--- src/rtl/boreal_spatial_projector.sv ---
// boreal_spatial_projector: weights a channel-multiplexed sample stream,
// reduces each frame to a saturated X/Y feature pair on a valid/ready port.
module boreal_spatial_projector #(
    parameter int CHANNELS  = 8,
    parameter int CH_W      = 3,
    parameter int SAMPLE_W  = 16,
    parameter int COEF_W    = 16,
    parameter int ACC_W     = 40,
    parameter int OUT_SHIFT = 16
) (
    input  logic                       clk,
    input  logic                       rst_n,
    input  logic signed [SAMPLE_W-1:0] sample_in,
    input  logic        [CH_W-1:0]     channel_sel,
    input  logic                       sample_valid,
    input  logic                       coef_we,
    input  logic                       coef_axis,
    input  logic        [CH_W-1:0]     coef_addr,
    input  logic signed [COEF_W-1:0]   coef_data,
    output logic signed [SAMPLE_W-1:0] feature_x,
    output logic signed [SAMPLE_W-1:0] feature_y,
    output logic                       feature_valid,
    input  logic                       feature_ready,
    output logic                       sat_flag,
    output logic                       seq_err,
    output logic                       frame_drop
);

    localparam int PROD_W = SAMPLE_W + COEF_W;
    localparam int DEPTH  = 1 << CH_W;

    localparam logic [CH_W:0]   CH_LIMIT = (CH_W+1)'(CHANNELS);
    localparam logic [CH_W-1:0] LAST_CH  = CH_W'(CHANNELS - 1);
    localparam logic [CH_W-1:0] FIRST_CH = '0;
    localparam logic [CH_W-1:0] NEXT_CH  = CH_W'(1);

    localparam logic signed [ACC_W-1:0] OUT_MAX =
        {{(ACC_W-SAMPLE_W+1){1'b0}}, {(SAMPLE_W-1){1'b1}}};
    localparam logic signed [ACC_W-1:0] OUT_MIN =
        {{(ACC_W-SAMPLE_W+1){1'b1}}, {(SAMPLE_W-1){1'b0}}};

    typedef enum logic [0:0] {
        ST_ACCUM  = 1'b0,
        ST_RESYNC = 1'b1
    } state_t;

    // ------------------------------------------------------------------
    // Weight file
    // ------------------------------------------------------------------
    logic signed [COEF_W-1:0] w_x [DEPTH];
    logic signed [COEF_W-1:0] w_y [DEPTH];
    logic                     coef_hit;

    assign coef_hit = coef_we && ({1'b0, coef_addr} < CH_LIMIT);

    // Weight writes; entries past CHANNELS are never written and stay zero.
    always_ff @(posedge clk or negedge rst_n) begin
        if (!rst_n) begin
            for (int i = 0; i < DEPTH; i++) begin
                w_x[i] <= '0;
                w_y[i] <= '0;
            end
        end else if (coef_hit) begin
            if (coef_axis) begin
                w_y[coef_addr] <= coef_data;
            end else begin
                w_x[coef_addr] <= coef_data;
            end
        end
    end

    // ------------------------------------------------------------------
    // Stage 1: multiply
    // ------------------------------------------------------------------
    logic signed [COEF_W-1:0]   wx_sel;
    logic signed [COEF_W-1:0]   wy_sel;
    logic signed [PROD_W-1:0]   smp_ext;
    logic signed [PROD_W-1:0]   wx_ext;
    logic signed [PROD_W-1:0]   wy_ext;

    logic                       s1_valid;
    logic        [CH_W-1:0]     s1_ch;
    logic signed [PROD_W-1:0]   s1_px;
    logic signed [PROD_W-1:0]   s1_py;

    assign wx_sel  = w_x[channel_sel];
    assign wy_sel  = w_y[channel_sel];
    assign smp_ext = {{COEF_W{sample_in[SAMPLE_W-1]}}, sample_in};
    assign wx_ext  = {{SAMPLE_W{wx_sel[COEF_W-1]}}, wx_sel};
    assign wy_ext  = {{SAMPLE_W{wy_sel[COEF_W-1]}}, wy_sel};

    // Register both products; the weight read sees pre-write contents.
    always_ff @(posedge clk or negedge rst_n) begin
        if (!rst_n) begin
            s1_valid <= 1'b0;
            s1_ch    <= '0;
            s1_px    <= '0;
            s1_py    <= '0;
        end else begin
            s1_valid <= sample_valid;
            if (sample_valid) begin
                s1_ch <= channel_sel;
                s1_px <= smp_ext * wx_ext;
                s1_py <= smp_ext * wy_ext;
            end
        end
    end

    // ------------------------------------------------------------------
    // Stage 2: frame accumulation and sequence tracking
    // ------------------------------------------------------------------
    logic signed [ACC_W-1:0] px_acc;
    logic signed [ACC_W-1:0] py_acc;

    assign px_acc = {{(ACC_W-PROD_W){s1_px[PROD_W-1]}}, s1_px};
    assign py_acc = {{(ACC_W-PROD_W){s1_py[PROD_W-1]}}, s1_py};

    state_t                  state_q, state_d;
    logic signed [ACC_W-1:0] acc_x_q, acc_x_d;
    logic signed [ACC_W-1:0] acc_y_q, acc_y_d;
    logic        [CH_W-1:0]  expected_ch_q, expected_ch_d;
    logic signed [ACC_W-1:0] sum_x_q, sum_x_d;
    logic signed [ACC_W-1:0] sum_y_q, sum_y_d;
    logic                    done_q, done_d;
    logic                    serr_q, serr_d;

    // Next-state logic: accumulate in order, close frames, resync on errors.
    always_comb begin
        state_d       = state_q;
        acc_x_d       = acc_x_q;
        acc_y_d       = acc_y_q;
        expected_ch_d = expected_ch_q;
        sum_x_d       = sum_x_q;
        sum_y_d       = sum_y_q;
        done_d        = 1'b0;
        serr_d        = 1'b0;
        if (s1_valid) begin
            case (state_q)
                ST_ACCUM: begin
                    if (s1_ch == expected_ch_q) begin
                        if (expected_ch_q == LAST_CH) begin
                            sum_x_d       = acc_x_q + px_acc;
                            sum_y_d       = acc_y_q + py_acc;
                            done_d        = 1'b1;
                            acc_x_d       = '0;
                            acc_y_d       = '0;
                            expected_ch_d = FIRST_CH;
                        end else begin
                            acc_x_d       = acc_x_q + px_acc;
                            acc_y_d       = acc_y_q + py_acc;
                            expected_ch_d = expected_ch_q + NEXT_CH;
                        end
                    end else begin
                        serr_d = 1'b1;
                        if (s1_ch == FIRST_CH) begin
                            acc_x_d       = px_acc;
                            acc_y_d       = py_acc;
                            expected_ch_d = NEXT_CH;
                        end else begin
                            acc_x_d       = '0;
                            acc_y_d       = '0;
                            expected_ch_d = FIRST_CH;
                            state_d       = ST_RESYNC;
                        end
                    end
                end
                ST_RESYNC: begin
                    if (s1_ch == FIRST_CH) begin
                        acc_x_d       = px_acc;
                        acc_y_d       = py_acc;
                        expected_ch_d = NEXT_CH;
                        state_d       = ST_ACCUM;
                    end
                end
                default: begin
                    state_d = ST_ACCUM;
                end
            endcase
        end
    end

    // Stage-2 state register.
    always_ff @(posedge clk or negedge rst_n) begin
        if (!rst_n) begin
            state_q       <= ST_ACCUM;
            acc_x_q       <= '0;
            acc_y_q       <= '0;
            expected_ch_q <= '0;
            sum_x_q       <= '0;
            sum_y_q       <= '0;
            done_q        <= 1'b0;
            serr_q        <= 1'b0;
        end else begin
            state_q       <= state_d;
            acc_x_q       <= acc_x_d;
            acc_y_q       <= acc_y_d;
            expected_ch_q <= expected_ch_d;
            sum_x_q       <= sum_x_d;
            sum_y_q       <= sum_y_d;
            done_q        <= done_d;
            serr_q        <= serr_d;
        end
    end

    // ------------------------------------------------------------------
    // Stage 3: scale, saturate and hold for the consumer
    // ------------------------------------------------------------------
    function automatic logic [SAMPLE_W:0] clip(
        input logic signed [ACC_W-1:0] sum
    );
        logic signed [ACC_W-1:0] sh;
        sh = sum >>> OUT_SHIFT;
        if (sh > OUT_MAX) begin
            clip = {1'b1, OUT_MAX[SAMPLE_W-1:0]};
        end else if (sh < OUT_MIN) begin
            clip = {1'b1, OUT_MIN[SAMPLE_W-1:0]};
        end else begin
            clip = {1'b0, sh[SAMPLE_W-1:0]};
        end
    endfunction

    logic [SAMPLE_W:0] clip_x;
    logic [SAMPLE_W:0] clip_y;
    logic              out_free;

    // Floor-shift and clip both frame sums.
    always_comb begin
        clip_x = clip(sum_x_q);
        clip_y = clip(sum_y_q);
    end

    assign out_free = !feature_valid || feature_ready;

    // Output holding register plus the one-cycle status pulses.
    always_ff @(posedge clk or negedge rst_n) begin
        if (!rst_n) begin
            feature_x     <= '0;
            feature_y     <= '0;
            sat_flag      <= 1'b0;
            feature_valid <= 1'b0;
            seq_err       <= 1'b0;
            frame_drop    <= 1'b0;
        end else begin
            seq_err    <= serr_q;
            frame_drop <= done_q && !out_free;
            if (done_q && out_free) begin
                feature_x     <= clip_x[SAMPLE_W-1:0];
                feature_y     <= clip_y[SAMPLE_W-1:0];
                sat_flag      <= clip_x[SAMPLE_W] | clip_y[SAMPLE_W];
                feature_valid <= 1'b1;
            end else if (feature_ready) begin
                feature_valid <= 1'b0;
            end
        end
    end

endmodule

--- config.mk ---
export PLATFORM = sky130hd
export DESIGN_NAME = boreal_spatial_projector
export DESIGN_NICKNAME = d
export VERILOG_FILES = /design/src/rtl/boreal_spatial_projector.sv
export SDC_FILE = /design/constraint.sdc
export NUM_CORES = 2
export LEC_CHECK = 0
export CAP_MARGIN = 20
export CORE_UTILIZATION = 50
export CTS_CLUSTER_SIZE = 12
export DETAILED_ROUTE_END_ITERATION = 16
export DONT_BUFFER_PORTS = 1
export HOLD_SLACK_MARGIN = 0.05
export SLEW_MARGIN = 0
export SYNTH_ARGS = -nofsm -noshare
export SYNTH_HDL_FRONTEND = slang
export SYNTH_SLANG_ARGS = --single-unit
--- constraint.sdc ---
create_clock -name clk -period 13.3 [get_ports clk]
set_clock_uncertainty 0.05 [all_clocks]
set_input_delay 2.66 -clock clk [delete_from_list [all_inputs] [get_ports clk]]
set_output_delay 2.66 -clock clk [all_outputs]
set_load 0.005 [all_outputs]
# --- After elaboration in Yosys (flattened, before gate mapping) ---
# Cells that the tools add are included.
totals:
  reg_bits: 526
  output_inout_bits: 36
  word_cells: 107
classes:
  n_addsub: 3
  multipliers: 2
  n_lt_le_gt_ge: 7
  eq_ne: 3
  n_mux: 41
  bitwise_logic: 5
  reduce_logical: 12
op_table:
  columns: ["op", "count"]
  rows:
  - ["$mux W40", 8]
  - ["$bwmux W128", 2]
  - ["$pmux W40 S2", 2]
  - ["$bmux W16 S3", 2]
  - ["$add A40 B32 Y40", 2]
  - ["$mux W16", 5]
  - ["$mux W17", 4]
  - ["$mul A16 B16 Y32", 2]
  - ["$demux W16 S3", 1]
  - ["$gt A24 B16 Y1 const B", 2]
  - ["$lt A24 B16 Y1 const B", 2]
  - ["$mux W1", 12]
  - ["$mux W3", 3]
  - ["$ge A4 B4 Y1 const B", 2]
  - ["$not A3 Y4", 2]
  - ["$pmux W3 S2", 1]
  - ["$reduce_and A2 Y1", 3]
  - ["$lt A4 B1 Y1 const B", 1]
  - ["$reduce_and A4 Y1", 1]
  - ["$add A3 B1 Y3 const B", 1]
  - ["$eq A3 B3 Y1", 1]
  - ["$eq A3 B3 Y1 const B", 1]
  - ["$logic_and A1 B1 Y1", 3]
  - ["$logic_not A3 Y1", 1]
  - ["other kinds (7)", 9]

# --- Logic depth before layout (Yosys ltp) ---
depth:
  word_depth: 6
  mapped_depth: 30
  depth_no_buf: 27

# --- Worst setup path after synthesis ---
# Ideal clock, no wire load.
synth_path:
  kind: "input to register"
  startpoint: "input channel_sel[0]"
  endpoint: "register s1_px[31]"
  arrival_ps: 10468
  required_ps: 13114
  path_slack_ps: 2646
  path_stages: 28
  n_path_buf: 3
  path_cell_list: "clkbuf_1 -> buf_1 -> mux4_2 -> mux2i_1 -> clkbuf_1 -> nor2b_1 -> fa_1 -> inv_1 -> fa_1 -> fa_1 -> inv_1 -> fa_1 -> fa_1 -> inv_1 -> fa_1 -> inv_1 -> ha_1 -> a21o_1 -> a211oi_1 -> o21ai_1 -> a22o_4 -> a31oi_4 -> o21ai_2 -> o31a_1 -> or4_1 -> a31oi_1 -> xnor2_1 -> a21oi_1"
synth_via:
  elab_chain_len: 5
synth_lines:
  columns: ["item", "line_no", "text"]
  rows:
  - ["start, declared", "14", "input logic [CH_W-1:0] channel_sel,"]
  - ["$not A3 Y4 (not written as such)", "86", "assign wx_sel = w_x[channel_sel];"]
  - ["$bmux W16 S3", "86", null]
  - ["$mux W16 (not written as such) (2 in a row)", "86", null]
  - ["$mul A16 B16 Y32", "103", "s1_px <= smp_ext * wx_ext;"]
  - ["end signal, assigned", "103", null]
  - ["end, declared", "83", "logic signed [PROD_W-1:0] s1_px;"]
# No other way between the ends. The select of a mux whose other input is x is not followed.
# A chain may end at the register's enable or synchronous reset.

# --- Worst setup path in the final report ---
layout_path:
  startpoint: "input channel_sel[0]"
  endpoint: "register s1_py[31]"
layout_via:
  elab_chain_len: 5
layout_lines:
  columns: ["item", "line_no", "text"]
  rows:
  - ["$not A3 Y4 (not written as such)", "87", "assign wy_sel = w_y[channel_sel];"]
  - ["$bmux W16 S3", "87", null]
  - ["$mux W16 (not written as such) (2 in a row)", "87", null]
  - ["$mul A16 B16 Y32", "104", "s1_py <= smp_ext * wy_ext;"]
  - ["end signal, assigned", "104", null]
  - ["end, declared", "84", "logic signed [PROD_W-1:0] s1_py;"]
# No other way between the ends. The select of a mux whose other input is x is not followed.

==> flow_summary.yaml <==
setup_path:
  r2r_end: "s1_py[31]$_DFFE_PN0P_"
  cp.buffers_inverters: 4
  cp_max_fo: 65
  max_stage_delay_ns: 0.54
  r2r.worst_path.cells: 25
  cp-startpoint: "channel_sel[0]"
  worstSetupStartpointType: "input port"
  end_kind: "flip-flop"
  timing.rr.start: "w_y[10]$_DFFE_PN0P_"
  crit_arrival_ns: 9.80
  path_depth: 25
  crit_type: "input port to flip-flop"
  critPathSlowestCell: "fa_1"
  required_ns: 13.78
  reg2reg_slack_ns: 5.70
  crit_family: "adder cells"
  timing.critical_path.mode_cell: "fa_1"
sta:
  hold_viol: 0
  finalCritPeriodShare_pct: 70.1
  worst_slack_ns: 3.98
  finalSetupViolations: 0
  worstMarginPinSlew_ns: 1.42
  clock.fmax_mhz: 107
  rsz0062_at_grt: "false"
  setup_tns_ns: 0
  min_period_ns: 9.32
  slew_headroom_pct: 5.45
  drv_slew: 0
detailed_routing:
  drt_wl_total_mm: 103
  drc: 0
  dr_total_vias: 29200
  drt_iter0_markers: 1523
  drt-wirelength-per-cell_um: 19.5
  vias_per_cell: 5.52
  drtPass1Iterations: 5
  antenna_left: 0
synthesis:
  avgSynthCellArea_um2: 10.5
  synth-seq-cells: 494
  synth_cells: 4192
  synth-edff-count: 0
  ys_warn_count: 0
  yosysUniqueCellTypes: 63
  ys.flop_type: "dfrtp_1"
  ys_async_sr_fraction_pct: 100
  ys_seq_area_share_pct: 28.0
  syn-num-nets: 5006
  syn_area_um2: 44100
clocking:
  cts_max_level: 2
  clk_latency_ns: 0.67
  cts_resized: 0
  root_buffer: "clkbuf_16"
  tritoncts: "yes"
  numClockSinks: 494
  ctsLongestPathBuffers: 3
  postCtsSetupBuffers: 0
  numCtsBuffers: 56
  postCtsHoldBufs: 0
  clk_pin_slew_ns: 0.06
place:
  dp_slack_ns: 3.37
  dp_hpwl_mm: 74.8
  place_congestion: 0.842
  portBuffers: 0
die:
  io_pins: 80
  die_w_um: 299
  fp.dieH_um: 299
  dieArea_um2: 89500
  coreArea_um2: 87200
  initial_core_util_pct: 50.6
  rows: 108
worst_hold_path:
  hp-start: "serr_q$_DFF_PN0_"
  holdPathStages: 0
  min_to: "seq_err$_DFF_PN0_"
  hp-class: "flip-flop to flip-flop"
global_route:
  grt_pass1_wl_mm: 172
  grt_pass1_vias: 31300
  grt_usage_pct: 24.3
  grt_overflow: 0
  antenna_found_initial: 1
  grt_max_degree: 495
final_layout:
  final_net_count: 4906
  layout_commonest_cell: "inv_1"
  drive_gt1_share_pct: 14.2
  n_antenna_cell: 0
  utilization_pct: 54.1
  layout_common_cells: "inv_1, fa_1, dfrtp_1, mux2_2, nand2_1"
  syn2layout_area_growth_pct: 6.78
status:
  outcome: "finished, final reports clean"
run:
  cap_violations: 0
cell type report:
type	instances	area [um^2]
Multi-Input combinational cell	2878	28700
Sequential cell	494	12400
Clock buffer	84	1650
Timing Repair Buffer	38	325
Fill cell	7807	40000
Clock inverter	18	282
Inverter	624	2340
Tap cell	1155	1450
through the flow:
stage | instances | area [um^2] | hold slack [ns]
after floorplan | 4192 | 44100 | 0.281
after global placement | 5186 | 45100 | 0.283
after detailed placement | 5186 | 45100 | 0.293
after CTS | 5288 | 47100 | 0.302
after global routing | 5291 | 47100 | 0.305
final | 5291 | 47100 | 0.300
cell usage after synthesis (all sizes together) (12+ instances only):
master / instances / share of area (%)
inv: 624 / 5.3
fa: 526 / 24
dfrtp: 494 / 28
mux2: 364 / 9.3
nand2: 343 / 2.9
ha: 244 / 6.9
nor2: 236 / 2.0
clkbuf: 187 / 1.6
nor2b: 167 / 2.4
a21oi: 136 / 1.6
o21ai: 129 / 1.5
xnor2: 112 / 2.2
and2: 86 / 1.2
a21o: 64 / 1.1
mux4: 64 / 3.3
nand2b: 55 / 0.78
a221oi: 46 / 0.91
xor2: 33 / 0.65
nand3: 29 / 0.33
o21a: 23 / 0.39
a31oi: 19 / 0.30
nor3: 19 / 0.22
mux2i: 16 / 0.36
nand4: 16 / 0.23
o21bai: 16 / 0.27
and3: 15 / 0.21
or3: 15 / 0.21
a211oi: 13 / 0.22
or2: 12 / 0.17
worst max-delay path by stage:
stage                            endpoint  slack, ns
floorplan           s1_px[31]$_DFFE_PN0P_       2.65
global placement    s1_py[27]$_DFFE_PN0P_       3.49
detailed placement  s1_py[31]$_DFFE_PN0P_       3.37
CTS                 s1_py[31]$_DFFE_PN0P_       4.04
global route        s1_py[31]$_DFFE_PN0P_       3.64
finish              s1_py[31]$_DFFE_PN0P_       3.98
state kept, by name, indices dropped and copies added (netlist names), 3 cells and up:
signal         cells
feature_y         16
sum_x_q           24
s1_py             32
acc_x_q           40
w_y              128
acc_y_q           40
s1_ch              3
feature_x         16
sum_y_q           24
w_x              128
s1_px             32
expected_ch_q      3
kinds of logic after synthesis:
group                      share of synthesized area (%)
xor gates and xnor gates                            2.88
DFF                                                 28.0
buffers and inverters                               6.97
muxes                                               12.9
and+or+nand+nor                                     11.0
adders and majority gates                           30.8
AOI/OAI and AO/OA                                   7.41
routing by layer:
layer | wire [um] | up-vias | GRT usage [%]
met1 | 46600 | 15100 | 33.5
met3 | 4720 | 141 | 3.35
met2 | 49500 | 538 | 40.3
met5 | 0 | - | 0
met4 | 2550 | 0 | 6.34
li1 | - | 13400 | -
worst reg2reg max path, delay by kind of cell (launching register included):
kind                     cells  cell delay (ns)
AO/OA/AOI/OAI                6             1.47
XOR/XNOR                     1             0.09
adder cells (fa/ha/maj)      7             3.32
buffers and inverters        4             0.20
flip-flops                   1             0.37
multiplexers                 3             1.16
AND/OR/NAND/NOR              4             0.78
Power is not shown: default switching activity piles up to over one toggle a cycle in this logic, so the estimate is an artifact.
